==> src/rtl/rdmem_port_arbiter.sv <==
// Round-robin arbiter sharing one in-order read port between fetch (F) and ReadMem (M); owner FIFO routes responses back.
// Latency: request path combinational; response 1 cycle after mem_rsp_valid (registered).
// Backpressure: grant locks while memory stalls; both readies drop when MAX_OUT reads are in flight. Optional RDMEM_ARB_PERF_EN adds perf counters.

module rdmem_owner_fifo #(
    parameter int W     = 1,
    parameter int DEPTH = 4,
    parameter int CW    = $clog2(DEPTH) + 1
) (
    input  logic          clk,
    input  logic          rst,
    input  logic          push_vld,
    input  logic [W-1:0]  push_dat,
    input  logic          pop_vld,
    output logic [W-1:0]  pop_dat,
    output logic [CW-1:0] count
);
    localparam int PW = $clog2(DEPTH);

    logic [W-1:0]  store [DEPTH];
    logic [PW-1:0] wr_ptr;
    logic [PW-1:0] rd_ptr;

    // Caller guarantees no push when full and no pop when empty.
    always_ff @(posedge clk or negedge rst) begin
        if (!rst) begin
            wr_ptr <= '0;
            rd_ptr <= '0;
            count  <= '0;
        end else begin
            if (push_vld) wr_ptr <= wr_ptr + PW'(1);
            if (pop_vld)  rd_ptr <= rd_ptr + PW'(1);
            case ({push_vld, pop_vld})
                2'b10:   count <= count + CW'(1);
                2'b01:   count <= count - CW'(1);
                default: count <= count;
            endcase
        end
    end

    always_ff @(posedge clk) begin
        if (push_vld) store[wr_ptr] <= push_dat;
    end

    assign pop_dat = store[rd_ptr];
endmodule

module rdmem_port_arbiter #(
    parameter int ADDR_WIDTH = 30,
    parameter int DATA_WIDTH = 32,
    parameter int MAX_OUT    = 4,
    localparam int CW        = $clog2(MAX_OUT) + 1
) (
    input  logic                  clk,
    input  logic                  rst,
    input  logic                  f_req_valid,
    input  logic [ADDR_WIDTH-1:0] f_req_addr,
    output logic                  f_req_ready,
    output logic                  f_rsp_valid,
    output logic [DATA_WIDTH-1:0] f_rsp_data,
    input  logic                  m_req_valid,
    input  logic [ADDR_WIDTH-1:0] m_req_addr,
    output logic                  m_req_ready,
    output logic                  m_rsp_valid,
    output logic [DATA_WIDTH-1:0] m_rsp_data,
    output logic                  mem_req_valid,
    output logic [ADDR_WIDTH-1:0] mem_req_addr,
    input  logic                  mem_req_ready,
    input  logic                  mem_rsp_valid,
    input  logic [DATA_WIDTH-1:0] mem_rsp_data,
    output logic [CW-1:0]         outstanding,
    output logic                  err
`ifdef RDMEM_ARB_PERF_EN
    ,
    output logic [31:0]           perf_f_grants,
    output logic [31:0]           perf_m_grants,
    output logic [31:0]           perf_conflicts
`endif
);
    typedef enum logic {OWN_F = 1'b0, OWN_M = 1'b1} owner_e;

    localparam logic [CW-1:0] MAX_CNT = CW'(MAX_OUT);

    owner_e last_grant;
    owner_e lock_owner;
    owner_e grant;
    logic   lock;
    logic   grant_vld;
    logic   not_full;
    logic   accept;
    logic   pop;
    logic   head_owner;

    always_comb begin
        grant     = OWN_F;
        grant_vld = 1'b0;
        if (lock) begin
            grant     = lock_owner;
            grant_vld = 1'b1;
        end else if (f_req_valid && m_req_valid) begin
            grant     = (last_grant == OWN_M) ? OWN_F : OWN_M;
            grant_vld = 1'b1;
        end else if (f_req_valid) begin
            grant     = OWN_F;
            grant_vld = 1'b1;
        end else if (m_req_valid) begin
            grant     = OWN_M;
            grant_vld = 1'b1;
        end
    end

    // Full blocks issue even when a pop frees a slot this same cycle.
    assign not_full      = (outstanding != MAX_CNT);
    assign mem_req_valid = grant_vld && not_full &&
                           ((grant == OWN_F) ? f_req_valid : m_req_valid);
    assign mem_req_addr  = !grant_vld ? '0 :
                           ((grant == OWN_F) ? f_req_addr : m_req_addr);
    assign f_req_ready   = grant_vld && (grant == OWN_F) && mem_req_ready && not_full;
    assign m_req_ready   = grant_vld && (grant == OWN_M) && mem_req_ready && not_full;
    assign accept        = mem_req_valid && mem_req_ready;
    assign pop           = mem_rsp_valid && (outstanding != '0);

    rdmem_owner_fifo #(.W(1), .DEPTH(MAX_OUT), .CW(CW)) u_owner_fifo (
        .clk      (clk),
        .rst      (rst),
        .push_vld (accept),
        .push_dat (grant == OWN_M),
        .pop_vld  (pop),
        .pop_dat  (head_owner),
        .count    (outstanding)
    );

    always_ff @(posedge clk or negedge rst) begin
        if (!rst) begin
            last_grant  <= OWN_M;
            lock        <= 1'b0;
            lock_owner  <= OWN_F;
            f_rsp_valid <= 1'b0;
            m_rsp_valid <= 1'b0;
            f_rsp_data  <= '0;
            m_rsp_data  <= '0;
            err         <= 1'b0;
        end else begin
            if (accept) begin
                lock       <= 1'b0;
                last_grant <= grant;
            end else if (mem_req_valid) begin
                lock       <= 1'b1;
                lock_owner <= grant;
            end
            f_rsp_valid <= pop && !head_owner;
            m_rsp_valid <= pop && head_owner;
            if (pop && !head_owner) f_rsp_data <= mem_rsp_data;
            if (pop && head_owner)  m_rsp_data <= mem_rsp_data;
            if (mem_rsp_valid && (outstanding == '0)) err <= 1'b1;
        end
    end

`ifdef RDMEM_ARB_PERF_EN
    always_ff @(posedge clk or negedge rst) begin
        if (!rst) begin
            perf_f_grants  <= '0;
            perf_m_grants  <= '0;
            perf_conflicts <= '0;
        end else begin
            if (f_req_valid && f_req_ready) perf_f_grants <= perf_f_grants + 32'd1;
            if (m_req_valid && m_req_ready) perf_m_grants <= perf_m_grants + 32'd1;
            if (f_req_valid && m_req_valid && !(f_req_ready && m_req_ready))
                perf_conflicts <= perf_conflicts + 32'd1;
        end
    end
`else
    // No performance counters in this build.
`endif
endmodule

==> config.mk <==
export PLATFORM = sky130hd
export DESIGN_NAME = rdmem_port_arbiter
export DESIGN_NICKNAME = d
export VERILOG_FILES = /design/src/rtl/rdmem_port_arbiter.sv
export SDC_FILE = /design/constraint.sdc
export NUM_CORES = 1
export LEC_CHECK = 0
export BUFFER_PORTS_ARGS = -buffer_cell sky130_fd_sc_hd__buf_2
export CAP_MARGIN = 10
export CORE_MARGIN = 2
export CORE_UTILIZATION = 45
export DETAILED_ROUTE_END_ITERATION = 6
export PLACE_DENSITY = 0.81
export SLEW_MARGIN = 20
export SYNTH_ARGS = -nofsm -noshare
export SYNTH_HDL_FRONTEND = slang
export SYNTH_SLANG_ARGS = --single-unit
==> constraint.sdc <==
create_clock -name clk -period 2.9 [get_ports clk]
set_input_delay 0.725 -clock clk [delete_from_list [all_inputs] [get_ports clk]]
set_output_delay 0.725 -clock clk [all_outputs]
set_load 0.02 [all_outputs]
* Word level (Yosys, flattened, before mapping)
Memory sizes are Yosys's and may differ from the RTL's.
Index checks and enable logic that the tools add are counted.
W data, S select, Z words.
** Word-level totals
- Bits in writable memories :: 4
- Word-level logic and storage cells :: 57
- Memories :: 1
- Bits in registers :: 77
- Output and inout bits :: 103
- Input port bits :: 98
** Memories
- u_owner_fifo.store :: words 4, width 1, rd ports 1, clocked after Yosys merged registers in 0, wr ports 1, line 20 : logic [W-1:0] store [DEPTH];
** Cells by class
- Bitwise gates (word level) :: 2
- Equal/unequal tests :: 3
- Add/sub/neg operators :: 4
- Multiplexer cells :: 16
- Reduce and logical (&&, ||, !) cells :: 20
** Operators with widths (number)
- $mux W30 :: 2
- $logic_and A1 B1 Y1 :: 14
- $mux W1 :: 13
- $pmux W3 S2 :: 1
- $add A2 B1 Y2 const B :: 2
- $reduce_bool A2 Y1 :: 2
- $add A3 B1 Y3 const B :: 1
- $logic_not A3 Y1 :: 1
- $ne A3 B3 Y1 const B :: 1
- $reduce_bool A3 Y1 :: 1
- $sub A3 B1 Y3 const B :: 1
- $eq A2 B1 Y1 const B :: 1
- $eq A2 B2 Y1 const B :: 1
- $not A1 Y1 :: 2
- $reduce_and A2 Y1 :: 1
- $logic_not A1 Y1 :: 1

* Depth between registers and ports, before layout
- Depth after elaboration :: 9
- Gate-level depth with buffers :: 11
- Mapped depth without buffers :: 10

* Modules after synthesis
From an unflattened synthesis, not the netlist that was laid out.
** Second synthesis, totals
- Cell total of the unflattened synthesis :: 246
- Area total of the unflattened synthesis :: 3663.5 sq um
** Modules (own cells, without submodules)
- rdmem_port_arbiter :: cells each 206, area an instance 3138.0 sq um, times used 1, sequential area each 1752.9 sq um
- rdmem_owner_fifo :: cells each 40, area an instance 525.5 sq um, times used 1, sequential area each 295.3 sq um

* Worst setup path after synthesis
OpenSTA, ideal clock, no wires.
- Path kind :: in2out
- Start point :: input m_req_valid
- End point :: output m_req_ready
- Stages on the path :: 5
- Data arrival time :: 1.717 ns
- Setup slack :: 0.458 ns
- Buffers on the path :: 2
- Cell sequence :: nor2b_1 -> a21o_1 -> clkbuf_1 -> buf_2 -> and3_1
** Between the ends
- Longest elaborated chain between the ends :: 7
** RTL lines
- start, declared :: line 61 : input logic m_req_valid,
- $mux W1 :: line 106 : end else if (m_req_valid) begin
- $mux W1 :: line 103 : end else if (f_req_valid) begin
- $mux W1 (*) :: line 100 : end else if (f_req_valid && m_req_valid) begin
- $mux W1 (*) :: line 97 : if (lock) begin
- named net grant :: line 86 : owner_e grant;
- $logic_and A1 B1 Y1 (*) (3 in series) :: line 119 : assign m_req_ready = grant_vld && (grant == OWN_M) && mem_req_ready && not_full;
- end, declared :: line 63 : output logic m_req_ready,
Mark *: on every way through the listed nets, which the timed path passes. The rest lies on a longest branch.

* Worst setup path after layout
- Start point :: input m_req_valid
- End point :: output mem_req_addr[5]
** Between the ends
- Longest elaborated chain between the ends :: 6
** RTL lines
- $mux W1 :: line 106
- $mux W1 :: line 103
- $mux W1 :: line 100
- $mux W1 :: line 97
- $mux W30 :: line 117 : ((grant == OWN_F) ? f_req_addr : m_req_addr);
- $mux W30 (*) :: line 116 : assign mem_req_addr = !grant_vld ? '0 :
- end, declared :: line 67 : output logic [ADDR_WIDTH-1:0] mem_req_addr,
Mark *: on every way between the ends. The rest lies on a longest branch, timed or not.

==> run metrics <==
synthesized flop and latch total=81; # setup viols final=0; sequential area share after synthesis=0.552; WL final=9.02 mm; Resize count post-CTS=0; cell count after synthesis=244; Placed Instance Area=4770 um2; core area=8090 um2; first drt pass iteration count=4; final hold violation count=0; Util after Layout=0.613; Total Neg Setup Slack=0 ns; die area=8980 um2; status=complete, no violations; vias in the first global route=2724; Synth Area per Inst=15.2 um2; Post-synth EDFFs=4; startpoint types=primary input; CP max FO=21; ranking of synthesized cells by area=dfrtp_1 (51%), mux2_4 (12%), mux2_2 (11%); Worst EP arrival=2.00 ns; Hold Crit Depth=1; hold_ws=0.458 ns; total CTS buffers=9; gr usage total=0.200; vias per cell=4.98; Inst Count DP=539; DRC viols=0; minimum clock period=2.73 ns; Hold Path Class=flip-flop to flip-flop; PD cells=1320 nW/um2; DR WL/cell=16.3 um; initial antenna violation count=0; R2R cell count=10; worst slew pin tran=0.928 ns; clk slew on worst S/H paths=0.07 ns; port bufs=200; via count=2760; Max Cap Viol=0; Row Count=33; CTS sink cnt=81; n_diodes=0; Design Area, Final=4960 um2; Tcrit/Tclk final=0.941; most common flop cell mapped by yosys=dfrtp_1; global route overflow=0; post-route insts no fill=554; FMAX=366 MHz; ys async rst share=0.951; DRT iter0 DRCs=56; I/O Pins=201; crit path kind=primary input to output port; syn nets=348; DIE HEIGHT=94.8 um; synthesized area=3710 um2; chip width=94.8 um; first-pass GRT wire length=13.4 mm; top cell type's share of synthesized area=0.513; DP HPWL=7.04 mm; layout cell share with drive strength beyond 1=0.650; Post-CTS Setup Bufs=0; Synth cell types=35; H-tree depth=3; Clock Tree Root=clkbuf_8; gpl congestion=0.831; Crit. End Element=output port; unrepaired setup endpoints after global routing=false; Synth-to-Final Area Change=33.9%; Clk Latency, worst-skew pair=0.35 ns; starting density of the core=0.458; Ys Warns=0; post-synth top area cell=dfrtp_1; largest net degree at the start of global routing=78; Req. time, crit path=2.17 ns; leak pwr=2.59 nW; CTS tree=yes; Post-CTS Hold Fix Bufs=0; max_slew headroom=0.381; # nets final=549; clk buf depth=2; worst vdd ir=790 uV; Final ANT Viol Nets=0; Slew Limit Fails=0; Worst Skew=0.00790 ns
-- power breakdown --
group | leakage, nW | internal [mW] | switching, mW | total, mW
Clock | 0.0921 | 0.397 | 0.409 | 0.806
Sequential | 0.940 | 1.72 | 0.312 | 2.03
Combinational | 1.56 | 1.62 | 2.10 | 3.72
-- synth_stat cells, types with 4 or more instances --
master,number
a21oi_1,4
dfrtp_1,76
inv_1,11
buf_2,4
ha_1,5
mux2_2,35
and2_1,5
mux2_4,30
edfxtp_1,4
a22o_1,30
clkbuf_1,4
xnor2_1,4
-- critical path, stage by stage --
cell      delay [ns]
buf_2           0.11
inv_1           0.14
o211ai_1        0.15
o21ai_2         0.23
buf_12          0.22
a22o_1          0.22
buf_2           0.19
-- metrics by stage --
step	power, mW	worst slack (ns)
2_1_floorplan	4.66	0.458
3_3_place_gp	5.69	0.234
3_5_place_dp	5.81	0.204
4_1_cts	6.63	0.207
5_1_grt	6.95	0.133
6_report	6.56	0.171
-- layout by cell type, fill, tap and decap left out, types with 2 or more instances in the layout --
cell        synthesis  final
dfrtp_1            76     76
and2_1              5      5
inv_1              11     11
edfxtp_1            4      4
mux2_2             35     35
ha_1                5      5
nor3_1              2      2
and3_1              2      2
buf_2               4    199
nand2_1             2      2
xor2_1              2      2
a21oi_1             4      4
inv_6               0      2
buf_4               0      3
mux2_4             30     30
xnor2_1             4      4
clkbuf_8            0      9
clkinvlp_4          0      2
a21o_1              2      2
buf_12              3      2
a22o_1             30     30
-- registers in the layout (all words and copies together), names as in the netlist --
signal	count
u_owner_fifo.count	3
m_rsp_valid	1
err	1
m_rsp_data	32
f_rsp_data	32
f_rsp_valid	1
u_owner_fifo.rd_ptr	2
lock	1
u_owner_fifo.store	4
last_grant	1
lock_owner	1
u_owner_fifo.wr_ptr	2
-- worst paths after layout --
| check | from | endpoint | slack [ns] |
|---|---|---|---|
| worst min-delay path | err | err | 0.46 |
| worst max-delay path | m_req_valid | mem_req_addr[5] | 0.17 |
| max in group asynchronous | rst | u_owner_fifo.wr_ptr[0] | 1.80 |
| worst max register to register | u_owner_fifo.count[0] | u_owner_fifo.count[2] | 0.35 |
| min in group asynchronous | rst | m_rsp_data[9] | 0.51 |
| worst min register to register | err | err | 0.46 |
-- routing by layer --
metal	part of all wire	track usage	wire (um)	up-vias
li1	-	-	-	1284
met2	0.51	0.356	4610	148
met4	0.030	0.101	268	0
met3	0.092	0.0654	833	13
met5	0	0	0	-
met1	0.37	0.209	3310	1315
-- layout make-up --
cell class | count | area [um2]
clock inverter | 6 | 67.6
fill | 659 | 3130
multi-input combinational | 138 | 1490
clock buffer | 9 | 124
inverter | 11 | 41.3
tap | 105 | 131
timing repair buffer | 204 | 1060
sequential | 81 | 2050
-- cells by family after synthesis --
logic type	Yosys count	synth area share
DFF	81	0.552
AOI/OAI and AO/OA	42	0.0962
xor gates and xnor gates	6	0.0142
adders and majority gates	6	0.0223
buffers and inverters	25	0.0459
muxes	67	0.237
and+or+nand+nor	17	0.0324
Power figures use the tool's default switching activity.
